`src/rtl/oflow_score_board_responder.sv`:
```
// oflow_score_board_responder: assigns object IDs per PE slot and writes them into the score-board row memory; OFLOW_SCORE_BOARD_STATS_EN adds allocation/match counters
module oflow_score_board_responder #(
  parameter int PE_NUM = 8,
  parameter int ROW_LEN = 5,
  parameter int ID_LEN = 12,
  parameter int SCORE_W = 16,
  localparam int SL = $clog2(PE_NUM)
) (
  input  logic                        clk,
  input  logic                        reset,
  input  logic                        start_score_board,
  input  logic                        first_frame,
  input  logic [ROW_LEN-1:0]          row_sel_by_set,
  input  logic [ID_LEN-1:0]           id_first_frame,
  input  logic [PE_NUM-1:0]           pe_valid,
  input  logic [PE_NUM*SCORE_W-1:0]   score_vec,
  input  logic [PE_NUM*ID_LEN-1:0]    match_id_vec,
  input  logic [SCORE_W-1:0]          score_thr,
  output logic                        done_score_board,
  output logic                        busy,
  output logic                        wr_en,
  output logic [ROW_LEN+SL-1:0]       wr_addr,
  output logic [ID_LEN-1:0]           wr_data,
  output logic                        req_drop
`ifdef OFLOW_SCORE_BOARD_STATS_EN
  ,
  output logic [15:0]                 stat_new_cnt,
  output logic [15:0]                 stat_match_cnt
`endif
);
  typedef enum logic [1:0] {IDLE, SCAN, DONE} state_t;
  state_t state, state_n;
  logic [SL-1:0] slot;
  logic ff_q;
  logic [ROW_LEN-1:0] row_q;
  logic [ID_LEN-1:0] base_q, next_id, cur_mid, ff_end;
  logic [PE_NUM-1:0] valid_q;
  logic [PE_NUM*SCORE_W-1:0] score_q;
  logic [PE_NUM*ID_LEN-1:0] mid_q;
  logic [SCORE_W-1:0] thr_q, cur_score;
  logic last, is_match, alloc, matched;
  // state register; reset aborts any set in flight without a done
  always_ff @(posedge clk or posedge reset)
    if (reset) state <= IDLE;
    else state <= state_n;
  // next state and all combinational outputs, so reset drops them immediately
  always_comb begin
    state_n = state == IDLE ? (start_score_board ? SCAN : IDLE) : state == SCAN ? (last ? DONE : SCAN) : IDLE;
    cur_score = score_q[slot*SCORE_W +: SCORE_W];
    cur_mid = mid_q[slot*ID_LEN +: ID_LEN];
    last = slot == SL'(PE_NUM-1);
    is_match = cur_score <= thr_q && cur_mid != '0;
    wr_en = state == SCAN && valid_q[slot];
    alloc = wr_en && !ff_q && !is_match;
    matched = wr_en && !ff_q && is_match;
    wr_data = wr_en ? (ff_q ? base_q + ID_LEN'(slot) : is_match ? cur_mid : next_id) : '0;
    wr_addr = wr_en ? {row_q, slot} : '0;
    done_score_board = state == DONE;
    busy = state != IDLE;
    ff_end = base_q + ID_LEN'(PE_NUM);
  end
  // request latch, slot walk, new-ID allocator (never yields 0) and sticky drop flag
  always_ff @(posedge clk or posedge reset)
    if (reset) begin
      slot <= '0;
      ff_q <= 1'b0;
      row_q <= '0;
      base_q <= '0;
      valid_q <= '0;
      score_q <= '0;
      mid_q <= '0;
      thr_q <= '0;
      next_id <= ID_LEN'(1);
      req_drop <= 1'b0;
    end else begin
      if (start_score_board && state == IDLE) begin
        slot <= '0;
        ff_q <= first_frame;
        row_q <= row_sel_by_set;
        base_q <= id_first_frame;
        valid_q <= pe_valid;
        score_q <= score_vec;
        mid_q <= match_id_vec;
        thr_q <= score_thr;
      end
      if (start_score_board && state != IDLE) req_drop <= 1'b1;
      if (state == SCAN) slot <= last ? '0 : slot + SL'(1);
      if (alloc) next_id <= next_id == '1 ? ID_LEN'(1) : next_id + ID_LEN'(1);
      if (state == SCAN && last && ff_q) next_id <= ff_end == '0 ? ID_LEN'(1) : ff_end;
    end
`ifdef OFLOW_SCORE_BOARD_STATS_EN
  // saturating counters of new-ID allocations and threshold matches
  always_ff @(posedge clk or posedge reset)
    if (reset) begin
      stat_new_cnt <= '0;
      stat_match_cnt <= '0;
    end else begin
      if (alloc && stat_new_cnt != '1) stat_new_cnt <= stat_new_cnt + 16'd1;
      if (matched && stat_match_cnt != '1) stat_match_cnt <= stat_match_cnt + 16'd1;
    end
`endif
endmodule
```
`config.mk`:
```
export PLATFORM = sky130hd
export DESIGN_NAME = oflow_score_board_responder
export DESIGN_NICKNAME = d
export VERILOG_FILES = /design/src/rtl/oflow_score_board_responder.sv
export SDC_FILE = /design/constraint.sdc
export NUM_CORES = 1
export LEC_CHECK = 0
export CAP_MARGIN = 10
export CORE_MARGIN = 3
export CORE_UTILIZATION = 47
export CTS_BUF_LIST = sky130_fd_sc_hd__clkbuf_16
export DETAILED_ROUTE_END_ITERATION = 10
export GPL_ROUTABILITY_DRIVEN = 1
export PLACE_DENSITY = 0.78
export SYNTH_ARGS = -nofsm -noshare
export SYNTH_HDL_FRONTEND = slang
export SYNTH_SLANG_ARGS = --single-unit
```
`constraint.sdc`:
```
create_clock -name clk -period 10.53 [get_ports clk]
set_clock_uncertainty 0.05 [all_clocks]
set_input_delay 2.106 -clock clk [delete_from_list [all_inputs] [get_ports clk]]
set_output_delay 2.106 -clock clk [all_outputs]
set_load 0.03 [all_outputs]
```
Yosys cells after proc, flatten, opt, wreduce, memory -nomap -nowiden --
Index checks and enable logic that the tools add are counted.
Storage, ports and cells: flip-flop bits (word level) 284, latch bits 0, bits in writable memories 0, ROM bits 0, input port bits 269, output and inout bits 24, word-level logic and storage cells 57, memories kept 0
Operators by class: add/sub/neg operators 4, multipliers 1, div/mod/pow operators 0, order comparisons 2, equal/unequal tests 4, shift operators 2, muxes and demuxes 17, bitwise gates (word level) 0, reductions and logical operators 16
Operators with widths (count):
- 128-bit by 8-bit indexed part select with 16-bit output | 1
- 96-bit by 8-bit indexed part select with 12-bit output | 1
- 12-bit 2-to-1 mux | 7
- 16-bit less-or-equal comparator | 1
- 12-bit by 1-bit adder with 12-bit output, second input constant | 1
- 12-bit by 3-bit adder with 12-bit output | 1
- 12-bit by 4-bit adder with 12-bit output, second input constant | 1
- 12-bit == test, second input constant | 1
- 12-bit logical NOT | 1
- 12-bit nonzero test | 1
- 3-bit 2-to-1 mux | 3
- 1-bit logical AND | 8
- 8-bit 2-to-1 mux | 1
- 2-bit 2-to-1 mux | 3
- 2-bit nonzero test | 3
- 3-bit by 2-bit multiplier with 5-bit output, second input constant | 1
- 3-bit by 4-bit less-than comparator with 1-bit output, second input constant | 1
- 3-bit by 1-bit adder with 3-bit output, second input constant | 1
- 1-bit binary-select mux with 3-bit select | 1
- 3-bit == test, second input constant | 1
- 2-bit by 1-bit == test with 1-bit output, second input constant | 1
- 2-bit == test, second input constant | 1
- 1-bit logical NOT | 2
- 2-bit logical NOT | 1
- 1-bit 2-to-1 mux | 2

Logic depth before layout (Yosys ltp) --
Gate-level depths: netlist of run 1.
depth in word-level cells 8, depth in mapped cells 16, gate-level depth less buffers 10

Worst setup path before layout of run 1 --
Ideal clock, no wire load.
path kind register to output, start reg slot[0], end out wr_data[4], data arrival time 4.909 ns, required time 8.374 ns, path slack 3.465 ns, stages on the path, launching flop included 15, path through dfrtp_1 buf_6 buf_6 buf_1 mux4_2 mux2_2 ha_1 nor2b_1 o211ai_1 a2111oi_0 or4b_1 a22oi_1 buf_2 nor3_1 a2111oi_1
On the way: longest elaborated chain between the ends 7
Ends and longest elaborated chain:
- start: declaration | line 33 | logic [SL-1:0] slot;
- start signal: assignment | line 87 | if (state == SCAN) slot <= last ? '0 : slot + SL'(1);
- 3-bit by 2-bit multiplier with 5-bit output | line 50 | cur_mid = mid_q[slot*ID_LEN +: ID_LEN];
- 96-bit by 8-bit indexed part select with 12-bit output | line 50
- 12-bit nonzero test | line 52 | is_match = cur_score <= thr_q && cur_mid != '0;
- 1-bit logical AND | line 52
- 12-bit 2-to-1 mux (2 in series) | line 56 | wr_data = wr_en ? (ff_q ? base_q + ID_LEN'(slot) : is_match ? cur_mid : next_id) : '0;
- 12-bit 2-to-1 mux * | line 56
- end: declaration | line 23 | output logic [ID_LEN-1:0] wr_data,
Every way passes the cells marked *; elsewhere a longest branch is shown, timed or not. The select of a mux whose other input is x is not followed.

Worst setup path in the final report of run 1 --
Ends and elaborated chain as after synthesis.

==> results.txt, run 1 <==
----------------------------------------------------
[Status]
  Status ... completed

[Route]
  Count of vias placed by the detailed router ... roughly 9,600
  Remaining DRCs ... 0
  Remaining number of nets flagged by the antenna check after routing ... 0
  1st-iter DRT viols ... just under 1,000
  DRT Pass-1 Iters ... 5
  Final wirelength ... ~38 mm
  Average vias per placed instance ... around 5.6
  Average detailed-routed wire length per instance ... about 22 µm

[Global routing]
  Global Route Usage Sum ... 0.243
  Wire length of the first global-routing pass ... approximately 58 mm
  Overflow left after global routing ... 0
  Maximum number of pins on one net before global-route repair ... ~160
  Number of antenna violations at the first check in global routing ... 1
  Vias in the first global route ... approximately 10,000

[Layout]
  Summed area of non-filler cells in the final layout ... about 18,000 µm²
  Fraction of final layout cells sized beyond drive strength 1 ... 0.285
  Post-Route Utilization ... 0.624
  Final net count ... 1,580
  P&R area growth vs syn ... 30.4%
  Number of filler instances in the final layout ... roughly 2,200

[Place]
  Cell Area, Placed ... 17,000 µm²
  Quantity of I/O buffers inserted on ports ... ~290
  Estimated wirelength of the detail-placed design ... between 20 and 30 mm
  Pre-CTS worst setup slack ... 3440 ps
  RD Place Congestion ... approximately 0.9

[Floorplanning]
  Area of the die ... between 30,000 and 40,000 µm²
  Width of the die ... 177 µm
  Effective utilization at floorplan ... 0.479
  Boundary pin count ... around 290
  Std-Cell Core Area ... between 20,000 and 30,000 µm²
  Count of standard-cell rows ... 62
  Die H ... 177 µm

[Synth]
  Leading area contributor after synthesis ... sky130_fd_sc_hd__dfrtp_1
  Syn Area/Cell ... ~14 µm²
  Async SR Flop Fraction ... 1.00
  Top_reg_cell synth ... sky130_fd_sc_hd__dfrtp_1
  Summed instance area of the synthesized netlist ... between 10,000 and 15,000 µm²
  EDFF count, synth ... 0
  Cell types with the largest area share after synthesis ... sky130_fd_sc_hd__dfrtp_1 51%, sky130_fd_sc_hd__mux2_2 22%, sky130_fd_sc_hd__mux4_2 6.7%
  Share of synthesized area occupied by flip-flops and latches ... 0.516
  Synth unique cells ... 58
  Proportion of netlist area held by the largest area contributor ... 0.514
  #FFs+latches synth ... 284
  Synthesized netlist cell count ... just over 1,000
  Number of warnings issued by yosys ... 0
  Synthesized netlist net count ... approximately 1,300

[Clock network]
  Maximum number of buffers from clock root to sink ... 3
  Clock latency reported for the late side of the worst-skew pair ... approximately 550 ps
  CTS tree ... built
  Number of clock sinks ... approximately 280
  Number of CTS-inserted buffers ... 30
  Root buffer cell ... sky130_fd_sc_hd__clkbuf_16
  Depth of the CTS H-tree ... 1
  Post-CTS setup-driven buffer insertion count ... 0
  Clock-pin slew on the worst setup and hold paths ... roughly 70 ps
  Post-CTS Hold Buffers ... 0
  Resized Gates After CTS ... 0

[Setup path]
  Type of the setup path with the least slack ... flip-flop to output port
  Setup crit start kind ... flip-flop
  Critical path peak fanout ... 51
  Path depth of the worst reg2reg path ... 10
  Setup slack of the most critical reg-to-reg path ... roughly 6000 ps
  Worst r2r src ... slot[0]$_DFFE_PP0P_
  Required time of the critical path ... ~8400 ps
  WP data arrival ... between 5000 and 6000 ps
  Crit path capture type ... output port
  Worst r2r dst ... next_id[11]$_DFFE_PP0P_

[STA]
  Highest achievable clock rate ... approximately 130 MHz
  Final count of hold timing violations ... 0
  Final setup violation count ... 0
  Relative slew slack ... 0.355
  Fin crit share ... 0.729
  Minimum setup slack in the final design ... 2850 ps
  Worst Tran Pin Value ... just under 1000 ps
  Final critical delay including setup and external delays ... 7680 ps
  Final number of max-transition violations ... 0
  Final setup TNS ... 0 ps
  Setup repair after global routing missed its margin ... false
  Worst hold slack ... a little over 400 ps

[Hold path]
  Type of the tightest min-delay check ... flip-flop to flip-flop
  Hold EP ... req_drop$_DFFE_PP0P_
  Cell depth of the worst min-delay path ... 1
  Origin of the worst min-delay path ... req_drop$_DFFE_PP0P_

[Power and ir drop]
  Power per cell area ... roughly 330 nW/µm²
  VDD IR-drop max ... 0.145 mV
  Leakage power summed over all cells ... 7.37 nW

[Flow run]
  Count of maximum capacitance violations ... 0

----------------------------------------------------
[kinds of logic after synthesis]
| group | count (synthesis) | share of synthesized area |
|---|---|---|
| AOI/OAI and AO/OA | 101 | 0.0499 |
| xor gates and xnor gates | 16 | 0.0102 |
| adders and majority gates | 24 | 0.0223 |
| buffers and inverters | 88 | 0.0267 |
| DFF | 284 | 0.516 |
| muxes | 354 | 0.321 |
| and+or+nand+nor | 144 | 0.0541 |
[metal layers]
metal	track usage	wire length (µm)	vias up
li1	-	-	4301
met1	0.339	16200	4831
met2	0.401	18700	357
met3	0.0380	2190	67
met4	0.0583	987	0
met5	0	0	-
[how the worst max path moves through the flow]
stage | from | end | slack (ps) | cells past startpoint
after CTS | slot[0]$_DFFE_PP0P_ | wr_data[4] | 2830 | 12
after floorplan | reset | base_q[0]$_DFFE_PP0P_ | 540 | 1
after detailed placement | slot[0]$_DFFE_PP0P_ | wr_data[4] | 3440 | 12
after global placement | slot[0]$_DFFE_PP0P_ | wr_data[4] | 3490 | 12
after global routing | slot[0]$_DFFE_PP0P_ | wr_data[4] | 2500 | 12
final | slot[0]$_DFFE_PP0P_ | wr_data[4] | 2850 | 12
[layout by cell type (no fill, tap or decap), types with 4 or more instances in the layout]
cell,n
sky130_fd_sc_hd__inv_1,30
sky130_fd_sc_hd__o22ai_1,7
sky130_fd_sc_hd__xnor2_1,10
sky130_fd_sc_hd__mux4_2,41
sky130_fd_sc_hd__clkinv_1,11
sky130_fd_sc_hd__a21oi_1,16
sky130_fd_sc_hd__a22oi_1,15
sky130_fd_sc_hd__nor2b_1,8
sky130_fd_sc_hd__mux2_2,268
sky130_fd_sc_hd__clkbuf_16,31
sky130_fd_sc_hd__xor2_1,6
sky130_fd_sc_hd__clkinv_2,6
sky130_fd_sc_hd__and3_1,17
sky130_fd_sc_hd__or4b_1,4
sky130_fd_sc_hd__ha_1,23
sky130_fd_sc_hd__a21o_1,6
sky130_fd_sc_hd__o21ai_0,19
sky130_fd_sc_hd__o32a_1,4
sky130_fd_sc_hd__nor3_1,16
sky130_fd_sc_hd__mux2i_1,43
sky130_fd_sc_hd__clkdlybuf4s50_1,292
sky130_fd_sc_hd__nor2_1,18
sky130_fd_sc_hd__nand2_1,41
sky130_fd_sc_hd__dfrtp_1,281
sky130_fd_sc_hd__nand3_1,16
sky130_fd_sc_hd__o31ai_1,4
sky130_fd_sc_hd__o21ai_1,6
sky130_fd_sc_hd__nor3b_1,4
sky130_fd_sc_hd__buf_4,11
sky130_fd_sc_hd__nand4_1,5
[registers in the layout (all words and copies together), names as in the netlist, 2 cells and up]
name	flops
base_q	12
row_q	5
valid_q	8
next_id	12
slot	3
score_q	128
thr_q	16
state	2
mid_q	96
[metrics by stage]
step / instances / power [mW]
floorplan: 1011 / 4.02
global placement: 1639 / 4.83
detailed placement: 1639 / 4.92
CTS: 1695 / 5.93
global route: 1696 / 6.29
finish: 1696 / 5.92
[layout make-up]
| cell class | instances | area [µm²] | area share |
|---|---|---|---|
| Antenna cell | 1 | 2.50 | 0.000139 |
| Clock buffer | 31 | 776 | 0.0432 |
| Sequential cell | 284 | 7120 | 0.396 |
| Tap cell | 384 | 480 | 0.0267 |
| Clock inverter | 25 | 144 | 0.00801 |
| Timing Repair Buffer | 304 | 3030 | 0.168 |
| Inverter | 28 | 113 | 0.00627 |
| Multi-Input combinational cell | 639 | 6310 | 0.351 |
[Yosys cell counts, drive strengths merged, types with 2 or more instances]
cell,instances
o32a,4
o22ai,7
mux2,268
nand2,42
nor2b,8
nor2,20
nand3,16
dfrtp,283
a2111oi,2
o211ai,2
mux2i,43
and2,3
a21oi,16
o31ai,4
ha,23
nor3b,4
xor2,6
o21ai,25
nor3,16
and4,3
or2,2
a31oi,2
buf,18
clkbuf,42
and3,17
nand2b,2
inv,27
o311ai,3
mux4,43
a21o,6
or4b,4
a22o,3
a22oi,15
nand4,5
xnor2,10
o311a,2
o22a,2
[report_power, final]
group | internal [mW] | total, mW | switching [mW]
sequential | 1.65 | 2.11 | 0.459
clock | 0.555 | 0.992 | 0.437
combinational | 1.49 | 2.82 | 1.33
[worst max-delay path: stages, from the launching register on]
cell and delay (ps):
sky130_fd_sc_hd__dfrtp_4 1070, sky130_fd_sc_hd__mux4_2 610, sky130_fd_sc_hd__mux2_2 280, sky130_fd_sc_hd__ha_1 310
sky130_fd_sc_hd__a21oi_1 200, sky130_fd_sc_hd__nand2_1 70, sky130_fd_sc_hd__a21oi_1 180, sky130_fd_sc_hd__or4b_1 520
sky130_fd_sc_hd__a22oi_1 170, sky130_fd_sc_hd__buf_4 300, sky130_fd_sc_hd__nor3_1 70, sky130_fd_sc_hd__a2111oi_1 430
sky130_fd_sc_hd__clkdlybuf4s50_1 750
(Power assumes the default switching activity.)
==> run 2: changes to the inputs <==
clock period = 6.44 ns   (was 10.53 ns; I/O delays follow)
==> results.txt, run 2 (synthesis results as in run 1) <==
----------------------------------------------------
[Status]
  Status ... completed

[Floorplanning]
  Effective utilization at floorplan ... 0.479 (unchanged)
  Std-Cell Core Area ... 28,800 µm² (unchanged)
  Area of the die ... 31,400 µm² (unchanged)
  Count of standard-cell rows ... 62 (unchanged)
  Die H ... 177 µm (unchanged)
  Boundary pin count ... 293 (unchanged)
  Width of the die ... 177 µm (unchanged)

[Setup path]
  Path depth of the worst reg2reg path ... 10 (unchanged)
  Sum of buffers and inverters on the critical path ... 4 (+2)
  Setup slack of the most critical reg-to-reg path ... 2260 ps (-3590 ps)
  Required time of the critical path ... 5100 ps (-3270 ps)
  Endpoint of the most critical setup path ... wr_data[3]
  Worst path cell trace ... buf_12 -> buf_4 -> mux4_2 -> mux2_2 -> ha_1 -> nand4_1 -> or4_1 -> a22oi_2 -> buf_6 -> and3_1 -> o311a_1 -> clkdlybuf4s50_1
  Worst r2r dst ... next_id[7]$_DFFE_PP0P_
  Crit. Startpoint ... slot[0]$_DFFE_PP0P_
  Cell type group with the largest total delay on the critical path ... buffers and inverters
  Setup crit start kind ... flip-flop
  Crit path capture type ... output port
  Worst r2r src ... slot[0]$_DFFE_PP0P_
  Critical path peak fanout ... 20 (-61%)
  Total stage count of the critical path ... 12 (unchanged)
  Master of the slowest instance on the critical path ... sky130_fd_sc_hd__or4_1
  Longest individual stage delay on the worst path ... 670 ps (-400 ps)
  WP data arrival ... 4820 ps (-700 ps)
  Type of the setup path with the least slack ... flip-flop to output port

[Hold path]
  Type of the tightest min-delay check ... flip-flop to flip-flop

[STA]
  Final count of hold timing violations ... 0 (unchanged)
  Relative slew slack ... 0.420 (+0.0654)
  Fin crit share ... 0.957
  Worst Tran Pin Value ... 870 ps (-98.1 ps)
  Final critical delay including setup and external delays ... around 6200 ps
  Highest achievable clock rate ... ~160 MHz
  Minimum setup slack in the final design ... 277 ps (-2570 ps)
  Final number of max-transition violations ... 0 (unchanged)
  Final setup TNS ... 0 ps (unchanged)
  Setup repair after global routing missed its margin ... false
  Final setup violation count ... 0 (unchanged)

[Clock network]
  Root buffer cell ... sky130_fd_sc_hd__clkbuf_16
  Post-CTS Hold Buffers ... 0 (unchanged)
  CTS tree ... built
  Maximum number of buffers from clock root to sink ... 3 (unchanged)
  Depth of the CTS H-tree ... 1 (unchanged)
  Clock latency reported for the late side of the worst-skew pair ... 580 ps (+30 ps)
  Clock-pin slew on the worst setup and hold paths ... 60 ps (about the same)
  Number of clock sinks ... 284 (unchanged)
  Number of CTS-inserted buffers ... 31 (+3.3%)

[Global routing]
  Vias in the first global route ... 9,970 (+0.080%)
  Wire length of the first global-routing pass ... 57.7 mm (-0.99%)
  Maximum number of pins on one net before global-route repair ... 113 (-30%)
  Overflow left after global routing ... 0 (unchanged)
  Global Route Usage Sum ... 0.239 (-0.00378)
  Number of antenna violations at the first check in global routing ... 0 (-1)

[Route]
  Remaining number of nets flagged by the antenna check after routing ... 0 (unchanged)
  1st-iter DRT viols ... 753 (-23%)
  Count of vias placed by the detailed router ... 9,626 (+0.73%)
  Average detailed-routed wire length per instance ... 22.3 µm (-0.67%)
  DRT Pass-1 Iters ... 5 (unchanged)
  Final wirelength ... 38.1 mm (about the same)
  Average vias per placed instance ... 5.64 (about the same)
  Remaining DRCs ... 0 (unchanged)

[Power and ir drop]
  VDD IR-drop max ... 0.288 mV (+99%)
  Total power consumption of the routed design ... 9.90 mW (+67%)
  Power per cell area ... 545 nW/µm² (+65%)
  Leakage power summed over all cells ... 7.51 nW (+1.9%)

[Layout]
  Total area of multi-input combinational cells ... 6320 µm² (about the same)
  Final net count ... 1,594 (+0.89%)
  Biggest regs ... score_q: 128 flops, mid_q: 96 flops, thr_q: 16 flops
  Fraction of final layout cells sized beyond drive strength 1 ... 0.293 (+0.00876)
  Top register by number of flip-flops ... score_q
  Leading cell type in the layout, fill and taps excluded ... sky130_fd_sc_hd__clkdlybuf4s50_1
  Count of non-filler cells in the finished layout ... 1,708 (+0.71%)
  Footprint of the flip-flops and latches ... 7120 µm² (about the same)
  Flip-flop count of the largest register, all copies and words added ... 128 (unchanged)
  P&R area growth vs syn ... 32.0%
  Highest-count cells in the layout ignoring fill and taps ... 289 x sky130_fd_sc_hd__clkdlybuf4s50_1, 280 x sky130_fd_sc_hd__dfrtp_1, 268 x sky130_fd_sc_hd__mux2_2
  Number of filler instances in the final layout ... 2,167 (-0.28%)

[Place]
  Quantity of I/O buffers inserted on ports ... 292 (unchanged)
  RD Place Congestion ... 0.888 (-1.4%)
  Estimated wirelength of the detail-placed design ... 27.7 mm (-1.7%)
  Pre-CTS worst setup slack ... 323 ps (-3120 ps)
  Placed cells ... 1,647 (+0.49%)

[Flow run]
  Count of maximum capacitance violations ... 0 (unchanged)

----------------------------------------------------
[run 2: cell types whose count changed in the layout (fill, tap and decap cells not counted), moves of 2 or more]
cell,before,now
sky130_fd_sc_hd__buf_12,1,6
sky130_fd_sc_hd__clkdlybuf4s50_1,292,289
sky130_fd_sc_hd__clkinv_1,11,8
sky130_fd_sc_hd__bufinv_16,1,3
sky130_fd_sc_hd__buf_4,11,19
sky130_fd_sc_hd__inv_1,30,33
[run 2: stage by stage]
stage / util / instance area (µm²) / hold slack [ps]
floorplan: - / 13800 / 409
global placement: 0.595 / 17100 / 387
detailed placement: 0.595 / 17100 / 402
CTS: 0.631 / 18200 / 416
global route: 0.632 / 18200 / 439
finish: 0.632 / 18200 / 412
[run 2: power by group]
group	internal [mW]	switching, mW	total, mW
Clock	0.989	0.720	1.71
Sequential	2.70	0.632	3.33
Combinational	2.52	2.34	4.86
[run 2: layout make-up]
cell class | count | area share
clock inverters | 24 | 0.0107
inverters | 28 | 0.00599
flip-flops and latches | 284 | 0.391
diodes | 1 | 0.000138
well taps | 384 | 0.0264
multi-input cells | 639 | 0.347
repair buffers | 317 | 0.175
clock buffers | 31 | 0.0427
[run 2: timing repair]
item,in CTS,in global routing
setup buffers,4,1
endpoints found under the setup margin,11,10
resized for setup,1,3
gates cloned,0,0
[run 2: worst min path at each step]
stage	from	endpoint	slack, ps	cells after the start
global route	req_drop$_DFFE_PP0P_	req_drop$_DFFE_PP0P_	440	1
CTS	req_drop$_DFFE_PP0P_	req_drop$_DFFE_PP0P_	420	1
global placement	req_drop$_DFFE_PP0P_	req_drop$_DFFE_PP0P_	390	1
detailed placement	req_drop$_DFFE_PP0P_	req_drop$_DFFE_PP0P_	400	1
floorplan	state[1]$_DFF_PP0_	state[0]$_DFF_PP0_	410	1
finish	req_drop$_DFFE_PP0P_	req_drop$_DFFE_PP0P_	410	1
[run 2: per-layer routing]
| layer | routed length [µm] | share of wire | vias to the layer above | global-route usage |
|---|---|---|---|---|
| met1 | 16500 | 0.43 | 4866 | 0.336 |
| met4 | 1070 | 0.028 | 0 | 0.0681 |
| li1 | - | - | 4319 | - |
| met2 | 18200 | 0.48 | 367 | 0.384 |
| met3 | 2320 | 0.061 | 74 | 0.0405 |
| met5 | 0 | 0 | - | 0 |
==> run 3: changes to the inputs <==
HOLD_SLACK_MARGIN = 0.05   (was unset)
REMOVE_ABC_BUFFERS = 1   (was unset)
==> results.txt, run 3 (synthesis results as in run 1) <==
----------------------------------------------------
[Global routing]
  Vias in the first global route ... 10,200 (+2.5%)
  Maximum number of pins on one net before global-route repair ... 167 (+48%)
  Global Route Usage Sum ... 0.226 (-0.0129)
  Wire length of the first global-routing pass ... 55.7 mm (-3.5%)
  Number of antenna violations at the first check in global routing ... 3 (+3)
  Overflow left after global routing ... 0 (unchanged)

[Route]
  Remaining DRCs ... 0 (unchanged)
  DRT Pass-1 Iters ... 5 (unchanged)
  Final wirelength ... 36.0 mm (-5.6%)
  Count of vias placed by the detailed router ... 9,471 (-1.6%)
  1st-iter DRT viols ... 651 (-14%)
  Average detailed-routed wire length per instance ... 21.1 µm (-5.4%)
  Remaining number of nets flagged by the antenna check after routing ... 0 (unchanged)
  Average vias per placed instance ... 5.56 (-1.4%)

[STA]
  Worst Tran Pin Value ... 985 ps (+116 ps)
  Fin crit share ... 0.960 (+0.00301)
  Minimum setup slack in the final design ... 258 ps (-19.4 ps)
  Final number of max-transition violations ... 0 (unchanged)
  Final critical delay including setup and external delays ... 6180 ps (+19.4 ps)
  Final count of hold timing violations ... 0 (unchanged)
  Setup repair after global routing missed its margin ... false
  Relative slew slack ... 0.343 (-0.0771)
  Highest achievable clock rate ... 162 MHz (-0.31%)
  Final setup TNS ... 0 ps (unchanged)
  Final setup violation count ... 0 (unchanged)

[Clock network]
  Clock latency reported for the late side of the worst-skew pair ... 550 ps (-30 ps)
  Clock-pin slew on the worst setup and hold paths ... 60 ps (about the same)
  Number of clock sinks ... 284 (unchanged)
  Post-CTS Hold Buffers ... 0 (unchanged)
  Root buffer cell ... sky130_fd_sc_hd__clkbuf_16
  Maximum number of buffers from clock root to sink ... 3 (unchanged)
  Resized Gates After CTS ... 0 (-1)
  Depth of the CTS H-tree ... 1 (unchanged)
  Number of CTS-inserted buffers ... 31 (unchanged)
  CTS tree ... built

[Power and ir drop]
  VDD IR-drop max ... 0.329 mV (+14%)
  Leakage power summed over all cells ... 7.47 nW (-0.52%)
  Power per cell area ... 537 nW/µm² (-1.3%)

[Floorplanning]
  Effective utilization at floorplan ... 0.479 (unchanged)
  Boundary pin count ... 293 (unchanged)
  Count of standard-cell rows ... 62 (unchanged)
  Area of the die ... 31,400 µm² (unchanged)
  Std-Cell Core Area ... 28,800 µm² (unchanged)
  Die H ... 177 µm (unchanged)
  Width of the die ... 177 µm (unchanged)

[Status]
  Status ... completed

[Place]
  Estimated wirelength of the detail-placed design ... 25.6 mm (-7.5%)
  RD Place Congestion ... 0.874 (-1.5%)
  Quantity of I/O buffers inserted on ports ... 292 (unchanged)
  Pre-CTS worst setup slack ... 499 ps (+176 ps)
  Cell Area, Placed ... 17,100 µm² (-0.28%)
  Placed cells ... 1,641 (-0.36%)

[Layout]
  Biggest regs ... score_q: 128 flops, mid_q: 96 flops, thr_q: 16 flops
  Summed area of non-filler cells in the final layout ... 18,100 µm² (-0.36%)
  Final net count ... 1,589 (-0.31%)
  Count of non-filler cells in the finished layout ... 1,704 (-0.23%)
  Top register by number of flip-flops ... score_q
  P&R area growth vs syn ... 31.5%
  Leading cell type in the layout, fill and taps excluded ... sky130_fd_sc_hd__clkdlybuf4s50_1
  Highest-count cells in the layout ignoring fill and taps ... 288 x sky130_fd_sc_hd__clkdlybuf4s50_1, 280 x sky130_fd_sc_hd__dfrtp_1, 268 x sky130_fd_sc_hd__mux2_2
  Flip-flop count of the largest register, all copies and words added ... 128 (unchanged)
  Fraction of final layout cells sized beyond drive strength 1 ... 0.290 (-0.00344)

[Setup path]
  Worst path cell trace ... buf_12 -> mux4_2 -> mux2_2 -> ha_1 -> a21oi_1 -> nand2_1 -> a21oi_1 -> or4b_1 -> a22oi_1 -> buf_4 -> and3_1 -> o311a_1 -> clkdlybuf4s50_1
  Longest individual stage delay on the worst path ... 670 ps (about the same)
  Critical path peak fanout ... 21 (+5.0%)
  WP data arrival ... 4840 ps (+20 ps)
  Type of the setup path with the least slack ... flip-flop to output port
  Cell type group with the largest total delay on the critical path ... buffers and inverters
  Required time of the critical path ... 5100 ps (about the same)
  Setup crit start kind ... flip-flop
  Crit path capture type ... output port
  Sum of buffers and inverters on the critical path ... 3 (-1)
  Cell seen most often among critical-path stages ... sky130_fd_sc_hd__a21oi_1
  Master of the slowest instance on the critical path ... sky130_fd_sc_hd__clkdlybuf4s50_1

[Hold path]
  Type of the tightest min-delay check ... flip-flop to flip-flop

[Flow run]
  Count of maximum capacitance violations ... 0 (unchanged)

----------------------------------------------------
==> run 3: report_power, final <==
part	leakage [nW]	switching (mW)	internal (mW)	total (mW)
logic	3.59	2.24	2.50	4.74
registers	3.39	0.627	2.70	3.32
clock network	0.497	0.697	0.982	1.68
==> run 3: final timing paths <==
| path | start | endpoint | slack [ps] | cells past startpoint |
|---|---|---|---|---|
| max | slot[0]$_DFFE_PP0P_ | wr_data[3] | 260 | 13 |
| min | req_drop$_DFFE_PP0P_ | req_drop$_DFFE_PP0P_ | 410 | 1 |
| max reg2reg | slot[0]$_DFFE_PP0P_ | next_id[7]$_DFFE_PP0P_ | 2210 | 9 |
| min reg2reg | req_drop$_DFFE_PP0P_ | req_drop$_DFFE_PP0P_ | 410 | 1 |
| max in group asynchronous | reset | score_q[26]$_DFFE_PP0P_ | 3920 | 3 |
| min in group asynchronous | reset | score_q[124]$_DFFE_PP0P_ | 1250 | 2 |
==> run 3: final cells by class <==
cell class              count  area, µm²
diodes                      2       5.00
multi-input cells         639       6310
fillers                  2189      10700
well taps                 384        480
flip-flops and latches    284       7120
inverters                  28        113
clock inverters            24        179
clock buffers              31        776
repair buffers            312       3140
==> run 3: worst register-to-register path, cell delays in order (launching register included) <==
cell                      delay (ps)
sky130_fd_sc_hd__dfrtp_4         470
sky130_fd_sc_hd__buf_12          190
sky130_fd_sc_hd__mux4_2          530
sky130_fd_sc_hd__mux2_2          280
sky130_fd_sc_hd__ha_1            310
sky130_fd_sc_hd__nand4_1         250
sky130_fd_sc_hd__or4_1           670
sky130_fd_sc_hd__a31oi_1         700
sky130_fd_sc_hd__and2_1          470
sky130_fd_sc_hd__o22ai_1         170
==> run 3: through the flow <==
step | total power, mW | util | hold WS [ps]
3_3_place_gp | 7.84 | 0.593 | 388
6_report | 9.74 | 0.630 | 413
4_1_cts | 9.75 | 0.627 | 419
2_1_floorplan | 6.79 | - | 409
3_5_place_dp | 8.01 | 0.593 | 406
5_1_grt | 10.4 | 0.630 | 430
==> run 3: routing by layer <==
layer / vias to the layer above / global-route usage / routed length, µm
li1: 4323 / - / -
met1: 4757 / 0.303 / 15000
met2: 323 / 0.382 / 17800
met3: 66 / 0.0405 / 2240
met4: 2 / 0.0573 / 846
met5: - / 0 / 20
==> run 3: timing repair <==
action | 4_1_cts | 5_1_grt
buffers inserted | 1 | 5
endpoints found under the hold margin | 0 | 0
setup endpoints to repair | 3 | 9
